## src/rtl/exu_wbu_buffer.sv

```systemverilog
// Two-entry elastic buffer (head + skid) between execute and write-back.
// Optional synchronous flush port and logic enabled by defining EXWB_FLUSH_EN.
module exu_wbu_buffer #(
  parameter int unsigned DATA_W  = 32,
  parameter int unsigned PC_W    = 32,
  parameter int unsigned RADDR_W = 5,
  parameter int unsigned CADDR_W = 12
) (
  input  logic               clock,
  input  logic               reset,
`ifdef EXWB_FLUSH_EN
  input  logic               flush_i,
`endif
  input  logic               valid_pre_i,
  output logic               ready_pre_o,
  input  logic [PC_W-1:0]    pc_i,
  input  logic [DATA_W-1:0]  alu_result_i,
  input  logic               wena_i,
  input  logic [RADDR_W-1:0] waddr_i,
  input  logic [DATA_W-1:0]  csr_wdata_i,
  input  logic               csr_wena_i,
  input  logic [CADDR_W-1:0] csr_waddr_i,
  output logic               valid_post_o,
  input  logic               ready_post_i,
  output logic [PC_W-1:0]    pc_o,
  output logic [DATA_W-1:0]  alu_result_o,
  output logic               wena_o,
  output logic [RADDR_W-1:0] waddr_o,
  output logic [DATA_W-1:0]  csr_wdata_o,
  output logic               csr_wena_o,
  output logic [CADDR_W-1:0] csr_waddr_o
);

  typedef struct packed {
    logic [PC_W-1:0]    pc;
    logic [DATA_W-1:0]  alu;
    logic               wena;
    logic [RADDR_W-1:0] waddr;
    logic [DATA_W-1:0]  csr_wdata;
    logic               csr_wena;
    logic [CADDR_W-1:0] csr_waddr;
  } entry_t;

  typedef enum logic [1:0] {
    EMPTY = 2'd0,
    ONE   = 2'd1,
    FULL  = 2'd2
  } state_t;

  state_t r_state;
  entry_t r_head;
  entry_t r_skid;
  logic   r_valid;
  logic   r_ready;

  entry_t w_in;
  logic   w_push;
  logic   w_pop;

  assign w_in = '{pc:        pc_i,
                  alu:       alu_result_i,
                  wena:      wena_i,
                  waddr:     waddr_i,
                  csr_wdata: csr_wdata_i,
                  csr_wena:  csr_wena_i,
                  csr_waddr: csr_waddr_i};

  // Handshake flags come from registers only, so ready_pre_o never depends on ready_post_i.
`ifdef EXWB_FLUSH_EN
  assign ready_pre_o = r_ready & ~flush_i;
`else
  assign ready_pre_o = r_ready;
`endif
  assign valid_post_o = r_valid;
  assign w_push       = valid_pre_i & ready_pre_o;
  assign w_pop        = r_valid & ready_post_i;

  always_ff @(posedge clock or negedge reset) begin
    if (!reset) begin
      r_state <= EMPTY;
      r_head  <= '0;
      r_skid  <= '0;
      r_valid <= 1'b0;
      r_ready <= 1'b1;
    end else begin
`ifdef EXWB_FLUSH_EN
      if (flush_i) begin
        r_state <= EMPTY;
        r_head  <= '0;
        r_skid  <= '0;
        r_valid <= 1'b0;
        r_ready <= 1'b1;
      end else
`endif
      begin
        unique case (r_state)
          EMPTY: begin
            if (w_push) begin
              r_head  <= w_in;
              r_state <= ONE;
              r_valid <= 1'b1;
            end
          end
          ONE: begin
            if (w_push && w_pop) begin
              r_head <= w_in;
            end else if (w_push) begin
              r_skid  <= w_in;
              r_state <= FULL;
              r_ready <= 1'b0;
            end else if (w_pop) begin
              r_state <= EMPTY;
              r_valid <= 1'b0;
            end
          end
          FULL: begin
            if (w_pop) begin
              r_head  <= r_skid;
              r_state <= ONE;
              r_ready <= 1'b1;
            end
          end
          default: begin
            r_state <= EMPTY;
            r_valid <= 1'b0;
            r_ready <= 1'b1;
          end
        endcase
      end
    end
  end

  // Payload is masked while empty so write-back never sees a stale entry.
  assign pc_o         = r_valid ? r_head.pc        : '0;
  assign alu_result_o = r_valid ? r_head.alu       : '0;
  assign wena_o       = r_valid & r_head.wena;
  assign waddr_o      = r_valid ? r_head.waddr     : '0;
  assign csr_wdata_o  = r_valid ? r_head.csr_wdata : '0;
  assign csr_wena_o   = r_valid & r_head.csr_wena;
  assign csr_waddr_o  = r_valid ? r_head.csr_waddr : '0;

endmodule
```

## config.mk

```make
export PLATFORM = sky130hd
export DESIGN_NAME = exu_wbu_buffer
export DESIGN_NICKNAME = d
export VERILOG_FILES = /design/src/rtl/exu_wbu_buffer.sv
export SDC_FILE = /design/constraint.sdc
export NUM_CORES = 1
export LEC_CHECK = 0
export BUFFER_PORTS_ARGS = -buffer_cell sky130_fd_sc_hd__clkbuf_2
export CAP_MARGIN = 20
export CORE_AREA = 4 4 154 156
export DETAILED_ROUTE_END_ITERATION = 8
export DIE_AREA = 0 0 158 160
export PLACE_DENSITY = 0.83
export SLEW_MARGIN = 40
export SYNTH_ARGS = -nofsm -noshare
export SYNTH_HDL_FRONTEND = slang
export SYNTH_SLANG_ARGS = --single-unit
```

## constraint.sdc

```tcl
create_clock -name clock -period 3.9 [get_ports clock]
set_input_delay 0.39 -clock clock [delete_from_list [all_inputs] [get_ports clock]]
set_output_delay 0.39 -clock clock [all_outputs]
set_load 0.01 [all_outputs]
```

Yosys cells after proc, flatten, opt, wreduce, memory -nomap -nowiden. Cells that the tools add are included. W data, S select, Z words.

Flip-flop bits (word level): 234. Input port bits: 119. Word-level logic and storage cells: 66.

Eq/ne operators: 10. Multiplexer cells: 24. Bitwise gates (word level): 7. Reduce and logical (&&, ||, !) cells: 8.

Operators by type and width (number): $mux W115 (3); $pmux W115 S3 (1); $mux W32 (3); $ne A2 B2 Y1 const B (7); $mux W12 (1); $reduce_and A4 Y1 (3); $mux W2 (5); $mux W1 (7); $pmux W1 S3 (2); $pmux W2 S3 (1); $mux W5 (1); $reduce_and A5 Y1 (1); $and A1 B1 Y1 (4); $ne A3 B3 Y1 const B (1); $not A1 Y1 (3); $reduce_and A3 Y1 (1); $reduce_bool A3 Y1 (1); $eq A2 B1 Y1 const B (1); $eq A2 B2 Y1 const B (1); $logic_not A2 Y1 (1); $logic_and A1 B1 Y1 (1).

Depth between registers and ports, before layout. Gate-level depths: netlist (run 1).

Depth after elaboration: 5. Mapped depth: 7. Depth with buffers taken out: 3.

Worst setup path after synthesis (run 1). Ideal clock, no wire load.

Path type: register to register. Start point: register r_ready, in the netlist ready_pre_o. End point: register r_head[10] (netlist bit). Arrival time: 1663 ps. Data required time: 3775 ps. Slack: 2113 ps. Stages on the path, launching flop included: 6. Path buffers: 2. Clock period less this slack: 1787 ps. Cells stage by stage: dfstp_2 -> nand2_1 -> o32ai_4 -> buf_4 -> buf_6 -> mux2_2.

Cells in the longest elaborated chain, start to end: 4.

Ends and longest elaborated chain: from (decl) (line 54) `logic r_ready;`; from (signal assigned) (line 84) `r_ready <= 1'b1;`; from (signal assigned) (line 110) `r_ready <= 1'b0;`; from (signal assigned) (line 120) `r_ready <= 1'b1;`; $and A1 B1 Y1 (*) (line 75) `assign w_push = valid_pre_i & ready_pre_o;`; $logic_and A1 B1 Y1 (line 105) `if (w_push && w_pop) begin`; $ne A2 B2 Y1 (no source line); $reduce_and A4 Y1 (no source line) (*); to (signal assigned) (line 99) `r_head <= w_in;`; to (signal assigned) (line 106) `r_head <= w_in;`; to (signal assigned) (line 118) `r_head <= r_skid;`; to (decl) (line 51) `entry_t r_head;`.

Every way passes the cells marked *; elsewhere a longest branch is shown, timed or not. A chain may end at the register's enable or synchronous reset.

Worst setup path after layout (run 1).
Start point: register r_valid, in the netlist valid_post_o. End point: output alu_result_o[7].

Cells in the longest elaborated chain, start to end: 1.

Ends and longest elaborated chain: from (decl) (line 53) `logic r_valid;`; from (signal assigned) (line 83) `r_valid <= 1'b0;`; from (signal assigned) (line 101) `r_valid <= 1'b1;`; from (signal assigned) (line 113) `r_valid <= 1'b0;`; $mux W32 (line 135) `assign alu_result_o = r_valid ? r_head.alu : '0;`; to (decl) (line 26) `output logic [DATA_W-1:0] alu_result_o,`.

Every way passes these cells.

==> results.py, run 1 <==
metrics = {
    "setup_path": {
        "critPathMaxFanout": 109,
        "critPathLaunch": "valid_post_o$_DFFE_PN0P_",
        "worstPathRequired_ns": 3.51,
        "slowest_stage": "buf_6",
        "path_cells": "buf_6 > and2_1 > clkbuf_2",
        "r2r_cells": 4,
        "r2r_end": "r_head[60]$_DFFE_PN0P_",
        "crit_path_max_incr_delay_ns": 0.57,
        "reg2reg_slack_ns": 1.49,
        "cp_top_family": "buffers and inverters",
        "cp-end-kind": "primary output",
        "arrival_ns": 2.03,
        "crit_type": "reg2out",
        "path_buf_inv": 2,
        "r2r_start": "r_state[1]$_DFFE_PN0P_",
        "crit_path_start_kind": "register",
    },
    "cts": {
        "cts_resized": 0,
        "worstSkewPairLatency_ns": 0.51,
        "cts_tree": "done",
        "cts.sinks": 234,
        "cts_made_buffers": 26,
        "htreeDepth": 1,
        "cts_root_buf": "clkbuf_16",
        "clk_pin_slew_ns": 0.06,
        "clockBufferDepth": 3,
    },
    "yosys": {
        "synth.most_common_cell": "mux2_2",
        "synthCells": 764,
        "yosysUniqueCellTypes": 25,
        "synth_top_cell_area_share_pct": 53.2,
        "synth-simple-area-share_pct": 7.05,
        "synth-seq-area-share_pct": 53.5,
        "syn_nets": 883,
        "muxShareOfSynthArea_pct": 35.6,
        "syn_area_sq_mm": 0.0110,
        "yosys_most_used_dff": "dfrtp_1",
        "synth_fa_ha_area_share_pct": 0,
        "ys_top_cells_by_count": "329 x mux2_2, 233 x dfrtp_1, 116 x and2_1",
        "avgSynthCellArea_sq_um": 14.3,
        "synth_seq_cells": 234,
        "synth-edff-count": 0,
        "synth_compound_area_share_pct": 0.857,
        "synth_top_family_by_area": "multiplexers",
        "synthArstFlopShare_pct": 100,
        "synthTopCellsByArea": "dfrtp_1 53%, mux2_2 34%, and2_1 6.6%",
        "synth_xor_area_share_pct": 0,
        "ys_warn_count": 0,
        "netlist.top_cell.by_area": "dfrtp_1",
    },
    "route": {
        "drt-initial-drc-count": 216,
        "ant_nets": 0,
        "routed-via-count": 6724,
        "vias_per_cell": 5.20,
        "route.detailed.drc": 0,
        "wirelength_um": 22600,
        "first_pass_iters": 4,
        "wire_per_inst_um": 17.5,
    },
    "timing": {
        "drv_slew": 0,
        "fin_skew_ns": 0.0119,
        "fmax_mhz": 412,
        "fin_crit_sh_pct": 62.2,
        "hold_viol": 0,
        "max_slew_margin_pct": 50.1,
        "worst_slack_ns": 1.48,
        "worstMarginPinSlew_ns": 0.749,
        "fin_crit_ns": 2.42,
        "setup_viol_count_final": 0,
        "rsz0062_at_grt": "no",
        "setup_tns_ns": 0,
    },
    "pwr": {
        "p_seq_share_pct": 43.4,
        "internal_power_w": 0.00619,
        "p_leak_nw": 6.52,
        "power_switching_w": 0.00232,
        "swShare_pct": 27.3,
        "ir_drop_mv": 0.400,
        "pwr-share-clk_pct": 29.1,
        "p_per_area_mw_per_mm2": 645,
        "p_comb_share_pct": 27.5,
    },
    "placement": {
        "io_buffers": 235,
        "hpwl_um": 14700,
        "gp_congestion": 0.747,
        "post-place-ws_ns": 1.49,
    },
    "die": {
        "initial_core_util_pct": 49.0,
        "die_w_um": 158,
        "die_h_um": 160,
        "row_count": 55,
        "io_pins": 236,
        "die-area_sq_mm": 0.0253,
        "core_area_sq_mm": 0.0224,
    },
    "worst_hold_path": {
        "hold_class": "in2reg",
        "hold_depth": 2,
        "min_to": "r_skid[44]$_DFFE_PN0P_",
        "hp-start": "csr_wdata_i[31]",
    },
    "finish": {
        "nFillCells": 1784,
        "diodes": 0,
        "nNetsFinal": 1107,
        "syn_to_final_growth_pct": 20.5,
        "drive_above_1_share_pct": 61.7,
    },
    "grt": {
        "grt_overflow": 0,
        "grt_max_degree": 110,
        "grt_antenna_before_repair": 1,
        "grtUsageTotal_pct": 17.8,
        "grt_pass1_wl_um": 37400,
        "grt_pass1_vias": 7343,
    },
    "status": {
        "outcome": "complete, no violations",
    },
    "flow_run": {
        "cap_violations": 0,
    },
}
## flip-flops by register name, indices dropped and copies added, names as in the netlist
| register | count |
|---|---|
| valid_post_o | 1 |
| r_skid | 115 |
| ready_pre_o | 1 |
| r_head | 115 |
| r_state | 2 |
## cell type report
class / instances / area (sq um) / area share, %
multi-input cells: 478 / 4770 / 36.1
flip-flops and latches: 234 / 5860 / 44.4
inverters: 1 / 3.75 / 0.0284
repair buffers: 247 / 1320 / 10.0
clock buffers: 42 / 812 / 6.15
well taps: 285 / 357 / 2.70
clock inverters: 5 / 77.6 / 0.588
## routing by layer
metal	GRT usage, %	up-vias	wire length (um)
met3	4.74	33	1590
met2	29.5	180	10800
met4	3.80	2	374
li1	-	3106	-
met5	0	-	8
met1	23.7	3403	9820
## placed cells by master (no fill, tap or decap), types with 2 or more instances in the layout
| cell type | instances |
|---|---|
| mux2_2 | 329 |
| clkbuf_8 | 8 |
| o21ai_0 | 2 |
| buf_4 | 6 |
| clkbuf_1 | 7 |
| clkbuf_16 | 27 |
| mux2_1 | 16 |
| nand2_1 | 2 |
| dfrtp_1 | 232 |
| clkbuf_2 | 234 |
| buf_12 | 3 |
| clkinv_2 | 2 |
| and2_1 | 116 |
| bufinv_16 | 2 |
| buf_6 | 2 |
## worst max-delay path by stage
| stage | endpoint | slack (ns) | depth (start not counted) |
|---|---|---|---|
| 2_1_floorplan | r_head[10]$_DFFE_PN0P_ | 2.11 | 5 |
| 3_3_place_gp | r_head[28]$_DFFE_PN0P_ | 1.54 | 4 |
| 3_5_place_dp | r_head[20]$_DFFE_PN0P_ | 1.49 | 4 |
| 4_1_cts | alu_result_o[31] | 1.42 | 3 |
| 5_1_grt | alu_result_o[31] | 1.29 | 3 |
| 6_report | alu_result_o[7] | 1.48 | 3 |
## power by group through the flow
stage	clock (W)	sequential [W]	combinational, W
2_1_floorplan	0	0.00358	0.00151
3_3_place_gp	0	0.00367	0.00232
5_1_grt	0.00266	0.00380	0.00258
3_5_place_dp	0	0.00373	0.00237
4_1_cts	0.00255	0.00370	0.00239
6_report	0.00248	0.00370	0.00234
## kinds of logic (layout without fill, tap and decap cells)
group           count (synthesis)  after routing
compound gates                  9              9
simple gates                  123            123
buf+inv                        52            295
mux                           346            346
flops                         234            234
## worst register-to-register path, stage by stage, from the launching register on
cell	delay, ns
dfrtp_1	0.51
nor2b_4	0.67
buf_12	0.40
mux2_2	0.45
mux2_2	0.26
## metrics by stage
| step | hold slack [ns] | instance area (sq um) | util, % | cells | power (W) |
|---|---|---|---|---|---|
| after floorplan | 0.0944 | 11000 | - | 764 | 0.00510 |
| after global placement | 0.427 | 12300 | 55.0 | 1244 | 0.00599 |
| after CTS | 0.0947 | 13200 | 59.0 | 1292 | 0.00863 |
| final | 0.119 | 13200 | 59.0 | 1292 | 0.00852 |
| after global routing | 0.100 | 13200 | 59.0 | 1292 | 0.00904 |
| after detailed placement | 0.433 | 12300 | 55.0 | 1244 | 0.00610 |
## repair_timing
item | in CTS | in global routing
endpoints found under the hold margin | 76 | 0
setup buffers | 0 | 0
hold buffers | 1 | 0
endpoints found under the setup margin | 0 | 0
Power figures use the tool's default switching activity.
==> run 2, diff against run 1 <==
==> constraint.sdc (replaced) <==
create_clock -name clock -period 2.5 [get_ports clock]
set_input_delay 0.25 -clock clock [delete_from_list [all_inputs] [get_ports clock]]
set_output_delay 0.25 -clock clock [all_outputs]
set_load 0.01 [all_outputs]
==> run 2 against run 1 <==
Effect of this change:
- via count increased by 9.4%
- clock power increased by 45%
- core utilization increased by 4.8 points
- critical path depth unchanged
- final area increased by 8.1%
- clock skew decreased by 0.0062 ns
- flip-flop and latch count unchanged
- clock-buffer cell count decreased by 4
- total power increased by 56%
- combinational power increased by 66%
- highest routed layer is now met4
==> results.py, run 2 (synthesis gave the netlist of run 1 again) <==
metrics = {
    "setup_path": {
        "crit_type": "reg2out",
        "cp-end-kind": "primary output",
        "crit_path_max_incr_delay_ns": 0.52,
        "crit_path_start_kind": "register",
        "critPathMaxFanout": 99,
        "arrival_ns": 1.90,
        "worstPathRequired_ns": 2.25,
        "path_cells": "buf_6 > and2_1 > clkbuf_2",
        "slowest_stage": "buf_6",
    },
    "timing": {
        "hold_viol": 0,
        "fin_hold_ws_ns": 0.0122,
        "fmax_mhz": 465,
        "setup_tns_ns": 0,
        "rsz0062_at_grt": "no",
        "worst_slack_ns": 0.348,
        "max_slew_margin_pct": 56.7,
        "fin_crit_ns": 2.15,
        "drv_slew": 0,
        "setup_viol_count_final": 0,
        "fin_skew_ns": 0.00574,
        "fin_crit_sh_pct": 86.1,
        "worstMarginPinSlew_ns": 0.649,
    },
    "grt": {
        "grtUsageTotal_pct": 20.4,
        "grt_pass1_wl_um": 42400,
        "grt_max_degree": 100,
        "grt_pass1_vias": 8291,
        "grt_antenna_before_repair": 1,
        "grt_overflow": 0,
    },
    "route": {
        "routed-via-count": 7354,
        "vias_per_cell": 5.25,
        "first_pass_iters": 5,
        "wl_met2_um": 12900,
        "wirelength_um": 25600,
        "drt-initial-drc-count": 223,
        "wire_per_inst_um": 18.3,
        "wl_met3_um": 1770,
        "route.detailed.drc": 0,
        "top_layer_used": "met4",
        "ant_nets": 0,
        "wl_met1_um": 10300,
    },
    "cts": {
        "clockBufferDepth": 3,
        "worstSkewPairLatency_ns": 0.51,
        "cts_resized": 0,
        "cts_root_buf": "clkbuf_16",
        "clk_pin_slew_ns": 0.06,
        "htreeDepth": 1,
        "cts_tree": "done",
        "cts_made_buffers": 25,
        "cts.sinks": 234,
    },
    "placement": {
        "gp_congestion": 0.769,
        "placed_cells": 1244,
        "post-place-ws_ns": 0.478,
        "hpwl_um": 14700,
        "io_buffers": 235,
    },
    "finish": {
        "drive_above_1_share_pct": 55.4,
        "fin_util_pct": 63.8,
        "syn_to_final_growth_pct": 30.2,
        "nNetsFinal": 1217,
        "final_cells": 1401,
        "mostFrequentLayoutCell": "mux2_2",
        "final_cell_mix": "329 x mux2_2, 234 x clkbuf_2, 232 x dfrtp_1, 116 x and2_1, 112 x dlygate4sd3_1",
        "largestRegisters": "r_head: 115 flops, r_skid: 115 flops, r_state: 2 flops",
    },
    "die": {
        "core_area_sq_mm": 0.0224,
        "io_pins": 236,
        "initial_core_util_pct": 49.0,
        "die_h_um": 160,
        "die-area_sq_mm": 0.0253,
        "die_w_um": 158,
        "row_count": 55,
    },
    "status": {
        "outcome": "complete, no violations",
    },
    "flow_run": {
        "cap_violations": 0,
    },
    "pwr": {
        "p_per_area_mw_per_mm2": 931,
        "p_leak_nw": 6.96,
        "ir_drop_mv": 0.660,
    },
    "worst_hold_path": {
        "hold_class": "in2reg",
    },
}
## run 2: cell count changes in the layout (fill, tap and decap cells not counted), sizes merged
cell	delta
bufinv	-1
clkbuf	-4
clkinv	+3
clkinvlp	-1
diode	+1
dlygate4sd3	+111
## run 2: where the power goes
part           total (W)  switching (W)  internal [W]
Sequential       0.00581       0.000660       0.00515
Clock            0.00359        0.00147       0.00212
Combinational    0.00388        0.00166       0.00221
## run 2: final timing paths
path / startpoint / to / slack (ns) / cells past startpoint
setup / recovery: valid_post_o$_DFFE_PN0P_ / csr_wdata_o[13] / 0.35 / 3
hold / removal: csr_wdata_i[10] / r_skid[23]$_DFFE_PN0P_ / 0.01 / 2
setup reg to reg: r_state[1]$_DFFE_PN0P_ / r_head[67]$_DFFE_PN0P_ / 0.48 / 4
hold reg to reg: r_head[17]$_DFFE_PN0P_ / r_head[17]$_DFFE_PN0P_ / 0.50 / 1
max in group asynchronous: reset / r_skid[84]$_DFFE_PN0P_ / 1.42 / 3
min in group asynchronous: reset / r_head[20]$_DFFE_PN0P_ / 0.27 / 2
## run 2: through the flow
step	power [W]	instance area, sq um
2_1_floorplan	0.00795	11000
3_3_place_gp	0.00935	12300
3_5_place_dp	0.00955	12300
4_1_cts	0.0133	14300
5_1_grt	0.0141	14300
6_report	0.0133	14300
## run 2: layer usage
metal,GRT usage (%),up-vias
met4,5.85,0
met2,35.9,218
met5,0,-
met3,4.74,52
met1,24.8,3746
li1,-,3338
## run 2: timing repair
action / CTS / global route
buffers inserted: 0 / 0
hold buffers: 112 / 0
hold endpoints to repair: 170 / 0
## run 2: area by class of cell
| cell class | instances | area, sq um |
|---|---|---|
| Fill cell | 1600 | 8100 |
| Sequential cell | 234 | 5860 |
| Multi-Input combinational cell | 478 | 4770 |
| Timing Repair Buffer | 358 | 2480 |
| Clock buffer | 38 | 734 |
| Tap cell | 285 | 357 |
| Clock inverter | 6 | 58.8 |
| Inverter | 1 | 3.75 |
| Antenna cell | 1 | 2.50 |
## run 2: critical path, delay by kind of cell (launching register included)
kind	cells	cell delay (ns)
and+or+nand+nor	1	0.27
DFF	1	0.40
buffers and inverters	2	0.67
==> run 3, diff against run 2 <==
--- a/config.mk
+++ b/config.mk
@@ -10,6 +10,7 @@
 export CORE_AREA = 4 4 154 156
 export DETAILED_ROUTE_END_ITERATION = 8
 export DIE_AREA = 0 0 158 160
+export MAX_ROUTING_LAYER = met4
 export PLACE_DENSITY = 0.83
 export SLEW_MARGIN = 40
 export SYNTH_ARGS = -nofsm -noshare
==> run 3 against run 2 <==
Effect of this change:
- final cell count unchanged
- fmax grew 0.26%
- flip-flop and latch count unchanged
- final area is the same
- die area did not move
- routed wire length barely moved
- via count is essentially flat
- largest power group unchanged
- highest routed layer unchanged
==> results.py, run 3 (synthesis gave the netlist of run 1 again) <==
metrics = {
    "cts": {
        "clockBufferDepth": 3,
        "cts.sinks": 234,
        "htreeDepth": 1,
        "worstSkewPairLatency_ns": 0.51,
        "cts_tree": "done",
        "cts_root_buf": "clkbuf_16",
        "cts_made_buffers": 25,
        "clk_pin_slew_ns": 0.06,
        "cts_resized": 0,
    },
    "placement": {
        "hpwl_um": 14700,
        "io_buffers": 235,
        "dpl_cell_area_sq_mm": 0.0123,
        "gp_congestion": 0.779,
    },
    "die": {
        "die_w_um": 158,
        "core_area_sq_mm": 0.0224,
        "die_h_um": 160,
        "initial_core_util_pct": 49.0,
        "die-area_sq_mm": 0.0253,
        "io_pins": 236,
        "row_count": 55,
    },
    "grt": {
        "grt_antenna_before_repair": 1,
        "grt_pass1_vias": 8297,
        "grtUsageTotal_pct": 21.0,
        "grt_max_degree": 100,
        "grt_pass1_wl_um": 42400,
        "grt_overflow": 0,
    },
    "timing": {
        "fin_crit_ns": 2.15,
        "fin_crit_sh_pct": 85.9,
        "hold_viol": 0,
        "setup_viol_count_final": 0,
        "worstMarginPinSlew_ns": 0.644,
        "fmax_mhz": 466,
        "fin_skew_ns": 0.00488,
        "drv_slew": 0,
        "fin_hold_ws_ns": 0.0135,
        "rsz0062_at_grt": "no",
        "max_slew_margin_pct": 57.1,
        "setup_tns_ns": 0,
    },
    "flow_run": {
        "cap_violations": 0,
    },
    "finish": {
        "syn_to_final_growth_pct": 30.2,
        "nFillCells": 1600,
        "largestRegisters": "r_head: 115 flops, r_skid: 115 flops, r_state: 2 flops",
        "mostFrequentLayoutCell": "mux2_2",
        "final_cell_mix": "329 x mux2_2, 234 x clkbuf_2, 232 x dfrtp_1, 116 x and2_1, 112 x dlygate4sd3_1",
        "drive_above_1_share_pct": 55.4,
        "stdcell_area_sq_mm": 0.0143,
        "nNetsFinal": 1217,
    },
    "pwr": {
        "power_switching_w": 0.00379,
        "swShare_pct": 28.6,
        "ir_drop_mv": 0.660,
        "p_leak_nw": 6.96,
        "p_comb_share_pct": 29.2,
        "p_per_area_mw_per_mm2": 931,
        "internal_power_w": 0.00948,
        "pwr-share-clk_pct": 27.0,
        "p_seq_share_pct": 43.8,
        "power.total_w": 0.0133,
    },
    "setup_path": {
        "slowest_stage": "buf_6",
        "crit_path_max_incr_delay_ns": 0.52,
        "arrival_ns": 1.90,
        "path_buf_inv": 2,
        "cp_top_family": "buffers and inverters",
        "crit_path_start_kind": "register",
        "worstPathRequired_ns": 2.25,
        "crit_type": "reg2out",
        "path_cells": "buf_6 > and2_1 > clkbuf_2",
        "cp-end-kind": "primary output",
        "critPathMaxFanout": 99,
    },
    "route": {
        "route.detailed.drc": 0,
        "first_pass_iters": 4,
        "drt-initial-drc-count": 230,
        "routed-via-count": 7350,
        "wire_per_inst_um": 18.3,
        "ant_nets": 0,
        "wirelength_um": 25600,
        "vias_per_cell": 5.25,
    },
    "worst_hold_path": {
        "hold_class": "in2reg",
    },
    "status": {
        "outcome": "complete, no violations",
    },
}
run 3: cell counts in the layout (fill, tap and decap cells not counted):
Identical to the previous run, type by type.
run 3: what timing repair did:
| item | 4_1_cts | 5_1_grt |
|---|---|---|
| endpoints found under the hold margin | 170 | 0 |
| setup buffers | 0 | 0 |
| hold buffers | 112 | 0 |
run 3: power groups by stage:
stage | combinational, W | clock (W) | sequential (W)
floorplan | 0.00236 | 0 | 0.00559
global placement | 0.00362 | 0 | 0.00573
detailed placement | 0.00372 | 0 | 0.00583
CTS | 0.00390 | 0.00368 | 0.00577
global route | 0.00425 | 0.00386 | 0.00597
finish | 0.00388 | 0.00358 | 0.00581
run 3: routing by layer:
metal / track usage, % / part of all wire, %
met5: - / 0
met4: 5.85 / 2.6
met3: 3.82 / 5.9
met2: 35.9 / 50
met1: 25.5 / 41
run 3: final timing paths:
| path | start | to | slack (ns) | depth (start not counted) |
|---|---|---|---|---|
| setup / recovery | valid_post_o$_DFFE_PN0P_ | csr_wdata_o[13] | 0.35 | 3 |
| hold / removal | csr_wdata_i[10] | r_skid[23]$_DFFE_PN0P_ | 0.01 | 2 |
| setup reg to reg | r_state[1]$_DFFE_PN0P_ | r_head[67]$_DFFE_PN0P_ | 0.48 | 4 |
| hold reg to reg | r_head[17]$_DFFE_PN0P_ | r_head[17]$_DFFE_PN0P_ | 0.50 | 1 |
| max in group asynchronous | reset | r_skid[89]$_DFFE_PN0P_ | 1.41 | 3 |
| min in group asynchronous | reset | r_head[20]$_DFFE_PN0P_ | 0.27 | 2 |
run 3: final cells by class:
| type | instances | area [sq um] | area share [%] |
|---|---|---|---|
| inverter | 1 | 3.75 | 0.0263 |
| tap | 285 | 357 | 2.50 |
| timing repair buffer | 358 | 2480 | 17.4 |
| clock buffer | 38 | 734 | 5.15 |
| clock inverter | 6 | 58.8 | 0.412 |
| multi-input combinational | 478 | 4770 | 33.4 |
| sequential | 234 | 5860 | 41.1 |
| antenna | 1 | 2.50 | 0.0175 |
run 3: per-stage QoR:
step                setup slack [ns]  utilization [%]  std cells
global placement               0.544             55.2       1244
finish                         0.354             63.8       1401
floorplan                      0.713                -        764
detailed placement             0.478             55.2       1244
CTS                            0.336             63.8       1400
global route                   0.251             63.8       1401
